--- config.mk ---
export PLATFORM = sky130hd
export DESIGN_NAME = conv_result_sequencer
export DESIGN_NICKNAME = d
export VERILOG_FILES = /design/src/rtl/cnn_seq_pkg.sv /design/src/rtl/seq_counter.sv /design/src/rtl/conv_result_sequencer.sv
export SDC_FILE = /design/constraint.sdc
export NUM_CORES = 1
export LEC_CHECK = 0
export CAP_MARGIN = 40
export CORE_UTILIZATION = 50
export DETAILED_ROUTE_END_ITERATION = 16
export HOLD_SLACK_MARGIN = 0.02
export PLACE_DENSITY = 0.72
export SKIP_LAST_GASP = 1
export SLEW_MARGIN = 0
export SYNTH_ARGS = -nofsm -noshare
export SYNTH_HDL_FRONTEND = slang
export SYNTH_SLANG_ARGS = --single-unit
--- constraint.sdc ---
create_clock -name clk -period 2.3 [get_ports clk]
set_input_delay 0.575 -clock clk [delete_from_list [all_inputs] [get_ports clk]]
set_output_delay 0.575 -clock clk [all_outputs]
set_load 0.1 [all_outputs]
--- src/rtl/cnn_seq_pkg.sv ---
// Shared definitions for the convolution result sequencer and the layer controller.
package cnn_seq_pkg;

  // Pixels per output channel for each convolution layer
  localparam int unsigned C1_DEPTH = 784;
  localparam int unsigned C3_DEPTH = 100;

  typedef enum logic [2:0] {
    IDLE  = 3'd0,
    WRITE = 3'd1,
    DRAIN = 3'd2,
    READ  = 3'd3,
    DONE  = 3'd4
  } seq_state_t;

endpackage

--- src/rtl/seq_counter.sv ---
// Up-counter with synchronous clear, count enable and a terminal-count compare.
module seq_counter #(
  parameter int unsigned W = 12
) (
  input  logic         clk,
  input  logic         rst_n,
  input  logic         i_clear,
  input  logic         i_en,
  input  logic [W-1:0] i_tc,
  output logic [W-1:0] o_cnt,
  output logic         o_tc_hit
);

  logic [W-1:0] r_cnt;

  // Clear takes priority over enable
  always_ff @(posedge clk or negedge rst_n) begin
    if (!rst_n)       r_cnt <= '0;
    else if (i_clear) r_cnt <= '0;
    else if (i_en)    r_cnt <= r_cnt + W'(1);
  end

  assign o_cnt    = r_cnt;
  assign o_tc_hit = (r_cnt == i_tc);

endmodule

--- src/rtl/conv_result_sequencer.sv ---
// Sequences the per-layer convolution result buffer: write window, drain, read window.
module conv_result_sequencer #(
  parameter int unsigned C1_DEPTH  = cnn_seq_pkg::C1_DEPTH,
  parameter int unsigned C3_DEPTH  = cnn_seq_pkg::C3_DEPTH,
  parameter int unsigned DRAIN_CYC = 2,
  parameter int unsigned RD_TMO    = 4095,
  parameter int unsigned CNT_W     = 12
) (
  input  logic             clk,
  input  logic             rst_n,
  input  logic             start,
  input  logic             layer_c1,
  input  logic             abort,
  input  logic             pix_valid,
  input  logic             quantifyFinish,
  output logic             stateC1,
  output logic             convStart,
  output logic             convFinish_flag,
  output logic             busy,
  output logic             done,
  output logic             err,
  output logic [CNT_W-1:0] pix_cnt
);

  import cnn_seq_pkg::*;

  seq_state_t       r_state;
  seq_state_t       w_next;

  logic             r_c1;
  logic             r_conv_start;
  logic             r_finish;
  logic             r_busy;
  logic             r_done;
  logic             r_err;

  logic             w_pix_clr;
  logic             w_pix_en;
  logic             w_err_set;
  logic [CNT_W-1:0] w_pix_cnt;
  logic [CNT_W-1:0] w_pix_tc;
  logic             w_pix_hit;
  logic             w_in_drain;
  logic             w_in_read;
  logic             w_drain_hit;
  logic             w_tmo_hit;
  logic [CNT_W-1:0] w_drain_cnt_unused;
  logic [CNT_W-1:0] w_rd_cnt_unused;

  assign w_pix_tc   = r_c1 ? CNT_W'(C1_DEPTH - 1) : CNT_W'(C3_DEPTH - 1);
  assign w_in_drain = (r_state == DRAIN);
  assign w_in_read  = (r_state == READ);

  seq_counter #(.W(CNT_W)) u_pix_cnt (
    .clk      (clk),
    .rst_n    (rst_n),
    .i_clear  (w_pix_clr),
    .i_en     (w_pix_en),
    .i_tc     (w_pix_tc),
    .o_cnt    (w_pix_cnt),
    .o_tc_hit (w_pix_hit)
  );

  // Drain and read timers sit at zero outside their own state
  seq_counter #(.W(CNT_W)) u_drain_cnt (
    .clk      (clk),
    .rst_n    (rst_n),
    .i_clear  (!w_in_drain),
    .i_en     (w_in_drain),
    .i_tc     (CNT_W'(DRAIN_CYC - 1)),
    .o_cnt    (w_drain_cnt_unused),
    .o_tc_hit (w_drain_hit)
  );

  seq_counter #(.W(CNT_W)) u_rd_tmo (
    .clk      (clk),
    .rst_n    (rst_n),
    .i_clear  (!w_in_read),
    .i_en     (w_in_read),
    .i_tc     (CNT_W'(RD_TMO - 1)),
    .o_cnt    (w_rd_cnt_unused),
    .o_tc_hit (w_tmo_hit)
  );

  // State register
  always_ff @(posedge clk or negedge rst_n) begin
    if (!rst_n) r_state <= IDLE;
    else        r_state <= w_next;
  end

  // Next state and counter controls; abort overrides every other event
  always_comb begin
    w_next    = r_state;
    w_pix_clr = 1'b0;
    w_pix_en  = 1'b0;
    w_err_set = 1'b0;
    case (r_state)
      IDLE: begin
        if (start) begin
          w_next    = WRITE;
          w_pix_clr = 1'b1;
        end
      end
      WRITE: begin
        if (pix_valid) begin
          w_pix_en = 1'b1;
          if (w_pix_hit) w_next = DRAIN;
        end
      end
      DRAIN: begin
        if (w_drain_hit) w_next = READ;
      end
      READ: begin
        if (quantifyFinish) begin
          w_next = DONE;
        end else if (w_tmo_hit) begin
          w_next    = IDLE;
          w_err_set = 1'b1;
        end
      end
      DONE:    w_next = IDLE;
      default: w_next = IDLE;
    endcase
    if (abort) begin
      w_next    = IDLE;
      w_pix_clr = 1'b0;
      w_pix_en  = 1'b0;
      w_err_set = 1'b0;
    end
  end

  // Outputs registered from the next state so they switch together with the state
  always_ff @(posedge clk or negedge rst_n) begin
    if (!rst_n) begin
      r_c1         <= 1'b0;
      r_conv_start <= 1'b0;
      r_finish     <= 1'b0;
      r_busy       <= 1'b0;
      r_done       <= 1'b0;
      r_err        <= 1'b0;
    end else begin
      if (w_pix_clr) r_c1 <= layer_c1;
      r_conv_start <= (w_next == WRITE) || (w_next == DRAIN);
      r_finish     <= (w_next == READ);
      r_busy       <= (w_next != IDLE);
      r_done       <= (w_next == DONE);
      r_err        <= w_err_set;
    end
  end

  assign stateC1         = r_c1;
  assign convStart       = r_conv_start;
  assign convFinish_flag = r_finish;
  assign busy            = r_busy;
  assign done            = r_done;
  assign err             = r_err;
  assign pix_cnt         = w_pix_cnt;

endmodule

==> impl_results.html <==
<table>
<tr><th>Metric</th><th>Value</th></tr>
<tr><th colspan="2">Status</th></tr>
<tr><td>Outcome</td><td>finished, final reports clean</td></tr>
<tr><th colspan="2">Logic synthesis</th></tr>
<tr><td>Post-synth cell types</td><td>40</td></tr>
<tr><td>Top cell type by total area after synthesis</td><td>sky130_fd_sc_hd__dfrtp_1</td></tr>
<tr><td>Area fraction of the dominant cell type after synthesis</td><td>around 51%</td></tr>
<tr><td>Sequential area share after synthesis</td><td>50.7%</td></tr>
<tr><td>Post-synthesis instance area</td><td>0.00222 mm²</td></tr>
<tr><td>Yosys synthesis warning count</td><td>0</td></tr>
<tr><td>Mapped Avg Cell Area</td><td>10.1 µm²</td></tr>
<tr><td>Synthesis-stage register bit count</td><td>between 40 and 50</td></tr>
<tr><td>Most used DFF post-synth</td><td>sky130_fd_sc_hd__dfrtp_1</td></tr>
<tr><td>Main area contributors after synthesis</td><td>sky130_fd_sc_hd__dfrtp_1, sky130_fd_sc_hd__nor2_1, sky130_fd_sc_hd__xor2_1</td></tr>
<tr><td>Cells after Synth</td><td>220</td></tr>
<tr><td>Number of flops mapped to enable cells by yosys</td><td>0</td></tr>
<tr><td>Syn Nets</td><td>232</td></tr>
<tr><td>Most numerous cell types in the synthesized netlist</td><td>sky130_fd_sc_hd__dfrtp_1, sky130_fd_sc_hd__nor2_1, sky130_fd_sc_hd__nand2_1, sky130_fd_sc_hd__nand3_1, sky130_fd_sc_hd__xor2_1</td></tr>
<tr><td>Share of flip-flops with an asynchronous set or reset after synthesis</td><td>between 90% and 100%</td></tr>
<tr><td>Dominant cell by count in the synthesized netlist</td><td>sky130_fd_sc_hd__dfrtp_1</td></tr>
<tr><th colspan="2">Floorplan</th></tr>
<tr><td>Initial Utilization</td><td>53.6%</td></tr>
<tr><td>Floorplan die height</td><td>roughly 69 µm</td></tr>
<tr><td>Horizontal extent of the die</td><td>68.6 µm</td></tr>
<tr><td>Total die area</td><td>0.00471 mm²</td></tr>
<tr><td>Boundary Pins</td><td>25</td></tr>
<tr><td>Number of rows in the core area</td><td>23</td></tr>
<tr><td>Placeable Area</td><td>between 0.004 and 0.005 mm²</td></tr>
<tr><th colspan="2">Power</th></tr>
<tr><td>Total leakage power</td><td>approximately 1.1 nW</td></tr>
<tr><td>Part of the power in the clock network</td><td>31.7%</td></tr>
<tr><td>Switch share</td><td>about 28%</td></tr>
<tr><td>Net switching power of the design</td><td>416 µW</td></tr>
<tr><td>Power density of the placed cells</td><td>572 mW/mm²</td></tr>
<tr><td>Maximum VDD drop</td><td>0.439 mV</td></tr>
<tr><td>Internal</td><td>1.06 mW</td></tr>
<tr><td>Combinational Power Share</td><td>12.9%</td></tr>
<tr><td>Overall power after layout</td><td>between 1 and 1.5 mW</td></tr>
<tr><td>Reg power frac</td><td>55.4%</td></tr>
<tr><th colspan="2">Clocking</th></tr>
<tr><td>H-tree levels</td><td>2</td></tr>
<tr><td>Skew-Pair Late Insertion Delay</td><td>approximately 0.29 ns</td></tr>
<tr><td>Cts repair resizes</td><td>0</td></tr>
<tr><td>Setup bufs post-CTS</td><td>0</td></tr>
<tr><td>CTS clk-pin slew, worst paths</td><td>0.09 ns</td></tr>
<tr><td>CTS tree</td><td>yes</td></tr>
<tr><td>Number of clock sinks</td><td>45</td></tr>
<tr><td>Number of buffers on the longest clock path</td><td>2</td></tr>
<tr><td>CTS buffer count</td><td>5</td></tr>
<tr><td>Clk Tree Root Cell</td><td>sky130_fd_sc_hd__clkbuf_8</td></tr>
<tr><td>Cts hold-fix bufs</td><td>0</td></tr>
<tr><th colspan="2">Global routing</th></tr>
<tr><td>Total gr overflow</td><td>0</td></tr>
<tr><td>Number of global-route vias before repair</td><td>approximately 1500</td></tr>
<tr><td>Wire length of the first global-routing pass</td><td>6690 µm</td></tr>
<tr><td>Maximum number of pins on one net before global-route repair</td><td>25</td></tr>
<tr><td>Overall fraction of global-route tracks in use</td><td>19.7%</td></tr>
<tr><td>Number of antenna violations at the first check in global routing</td><td>0</td></tr>
<tr><th colspan="2">Final layout</th></tr>
<tr><td>Area growth syn-to-layout</td><td>16.7%</td></tr>
<tr><td>Share of cells above drive strength 1</td><td>17.4%</td></tr>
<tr><td>Layout Nets</td><td>264</td></tr>
<tr><td>Inserted Diodes</td><td>0</td></tr>
<tr><th colspan="2">Worst setup path</th></tr>
<tr><td>FF-to-FF setup slack</td><td>0.46 ns</td></tr>
<tr><td>Worst-path cell with the longest stage delay</td><td>sky130_fd_sc_hd__clkdlybuf4s50_1</td></tr>
<tr><td>Crit Path Category</td><td>in2reg</td></tr>
<tr><td>FF-to-FF End</td><td>u_pix_cnt.o_cnt[6]$_DFFE_PN0P_</td></tr>
<tr><td>FF-to-FF Start</td><td>r_state[2]$_DFF_PN0_</td></tr>
<tr><td>Worst Path Required</td><td>2.53 ns</td></tr>
<tr><td>Number of buffer and inverter stages on the critical path</td><td>1</td></tr>
<tr><td>Crit path arrival time</td><td>2.27 ns</td></tr>
<tr><td>Critical Path Fanout Max</td><td>3</td></tr>
<tr><td>Delay of the slowest cell on the worst path</td><td>between 0.4 and 0.5 ns</td></tr>
<tr><td>Cell type group with the largest total delay on the critical path</td><td>simple AND/OR/NAND/NOR gates</td></tr>
<tr><td>Worst path cell trace</td><td>clkdlybuf4s50_1, or4bb_1, nor3_1, o21ai_1, a21oi_2, mux2i_1</td></tr>
<tr><td>Type of element capturing the critical path</td><td>register</td></tr>
<tr><td>CP startpoint kind</td><td>primary input</td></tr>
<tr><td>Worst reg-to-reg path cell count</td><td>4</td></tr>
<tr><th colspan="2">Detailed routing</th></tr>
<tr><td>Post-route antenna net violation count</td><td>0</td></tr>
<tr><td>Detailed-route wire length</td><td>a little over 4000 µm</td></tr>
<tr><td>Initial detailed-routing violation count</td><td>58</td></tr>
<tr><td>Total number of vias</td><td>1631</td></tr>
<tr><td>Detailed-route vias per instance</td><td>5.38</td></tr>
<tr><td>Count of unresolved DRC violations after routing</td><td>0</td></tr>
<tr><td>Wirelength per Cell</td><td>13.7 µm</td></tr>
<tr><td>Length of the first detailed-routing pass in iterations</td><td>4</td></tr>
<tr><th colspan="2">Timing</th></tr>
<tr><td>Worst slew pin tran</td><td>0.512 ns</td></tr>
<tr><td>Final max-slew violation count</td><td>0</td></tr>
<tr><td>Final-report hold violation count</td><td>0</td></tr>
<tr><td>Count of endpoints failing setup in the final report</td><td>0</td></tr>
<tr><td>Final worst path period need</td><td>2.04 ns</td></tr>
<tr><td>Setup repair after global routing missed its margin</td><td>no</td></tr>
<tr><td>Final period utilization</td><td>slightly below 90%</td></tr>
<tr><td>Worst slew margin relative to its limit</td><td>65.9%</td></tr>
<tr><td>Fmax</td><td>0.490 GHz</td></tr>
<tr><td>Worst clock skew</td><td>0.00965 ns</td></tr>
<tr><td>Accumulated negative setup slack</td><td>0 ns</td></tr>
<tr><th colspan="2">Placed design</th></tr>
<tr><td>Routability congestion estimate from global placement</td><td>0.788</td></tr>
<tr><td>Total of buffers placed on input and output ports</td><td>24</td></tr>
<tr><td>Final HPWL from detailed placement</td><td>3060 µm</td></tr>
<tr><th colspan="2">Min path</th></tr>
<tr><td>Tightest Hold Check Type</td><td>in2async</td></tr>
<tr><th colspan="2">Run</th></tr>
<tr><td>Total of max-cap violations</td><td>0</td></tr>
</table>
[worst register-to-register path: stages, from the launching register on]
cell and delay, ns:
sky130_fd_sc_hd__dfrtp_1 0.51, sky130_fd_sc_hd__nor3b_4 0.40, sky130_fd_sc_hd__nand4_1 0.32, sky130_fd_sc_hd__or3_1 0.40, sky130_fd_sc_hd__a21oi_1 0.15
[layer usage]
metal	track usage, %	routed length, µm	vias to the layer above
li1	-	-	824
met1	25.5	2070	776
met2	31.3	1870	23
met3	3.95	119	8
met4	9.64	94	0
met5	0	0	-
[stage by stage]
step	hold slack, ns	utilization [%]	cell area, µm²	worst slack (ns)	instances
finish	0.242	62.5	2590	0.258	303
floorplan	0.279	-	2220	0.142	220
detailed placement	0.499	60.4	2500	-0.0565	295
global route	0.278	62.5	2590	0.136	303
global placement	0.500	60.4	2500	-0.0162	295
CTS	0.251	62.5	2590	0.256	303
[cell type report]
cell class / instances / area (µm²)
clock buffers: 5 / 68.8
clock inverters: 3 / 17.5
fillers: 365 / 1550
inverters: 6 / 22.5
multi-input cells: 164 / 1040
flip-flops and latches: 45 / 1130
well taps: 50 / 62.6
repair buffers: 30 / 248
[power groups by stage]
stage / clock network [mW] / logic [mW] / registers (mW)
global route: 0.514 / 0.204 / 0.823
CTS: 0.488 / 0.193 / 0.820
floorplan: 0 / 0.0390 / 0.924
finish: 0.469 / 0.191 / 0.820
detailed placement: 0 / 0.193 / 0.835
global placement: 0 / 0.192 / 0.836
[state kept, by name (all words and copies together) (netlist names)]
| register | count |
|---|---|
| busy | 1 |
| u_drain_cnt.o_cnt | 12 |
| stateC1 | 1 |
| convStart | 1 |
| u_rd_tmo.o_cnt | 12 |
| u_pix_cnt.o_cnt | 12 |
| done | 1 |
| err | 1 |
| convFinish_flag | 1 |
| r_state | 3 |
[cell families after synthesis]
family,after synthesis,share of synthesized area [%]
AND/OR/NAND/NOR,109,27.6
flip-flops,45,50.7
AO/OA/AOI/OAI,25,6.48
XOR/XNOR,23,9.08
buffers and inverters,11,2.31
adder cells (fa/ha/maj),5,2.82
multiplexers,2,0.958
[layout by cell type (no fill, tap or decap), types with 7 or more instances in the layout]
cell,count
sky130_fd_sc_hd__xor2_1,12
sky130_fd_sc_hd__nand4_1,7
sky130_fd_sc_hd__o21ai_0,9
sky130_fd_sc_hd__or3_1,9
sky130_fd_sc_hd__nand3_1,12
sky130_fd_sc_hd__nor2_1,37
sky130_fd_sc_hd__nand2_1,12
sky130_fd_sc_hd__buf_4,23
sky130_fd_sc_hd__dfrtp_1,43
sky130_fd_sc_hd__xnor2_1,11
sky130_fd_sc_hd__a21oi_1,9
[worst max-delay path by stage]
stage	start	endpoint	slack [ns]	cells past startpoint
finish	pix_valid	convStart$_DFF_PN0_	0.26	6
global route	pix_valid	convStart$_DFF_PN0_	0.14	6
CTS	pix_valid	convStart$_DFF_PN0_	0.26	6
detailed placement	pix_valid	convStart$_DFF_PN0_	-0.06	6
global placement	pix_valid	convStart$_DFF_PN0_	-0.02	6
floorplan	u_pix_cnt.o_cnt[8]$_DFFE_PN0P_	convStart$_DFF_PN0_	0.14	5
Power figures use the tool's default switching activity.
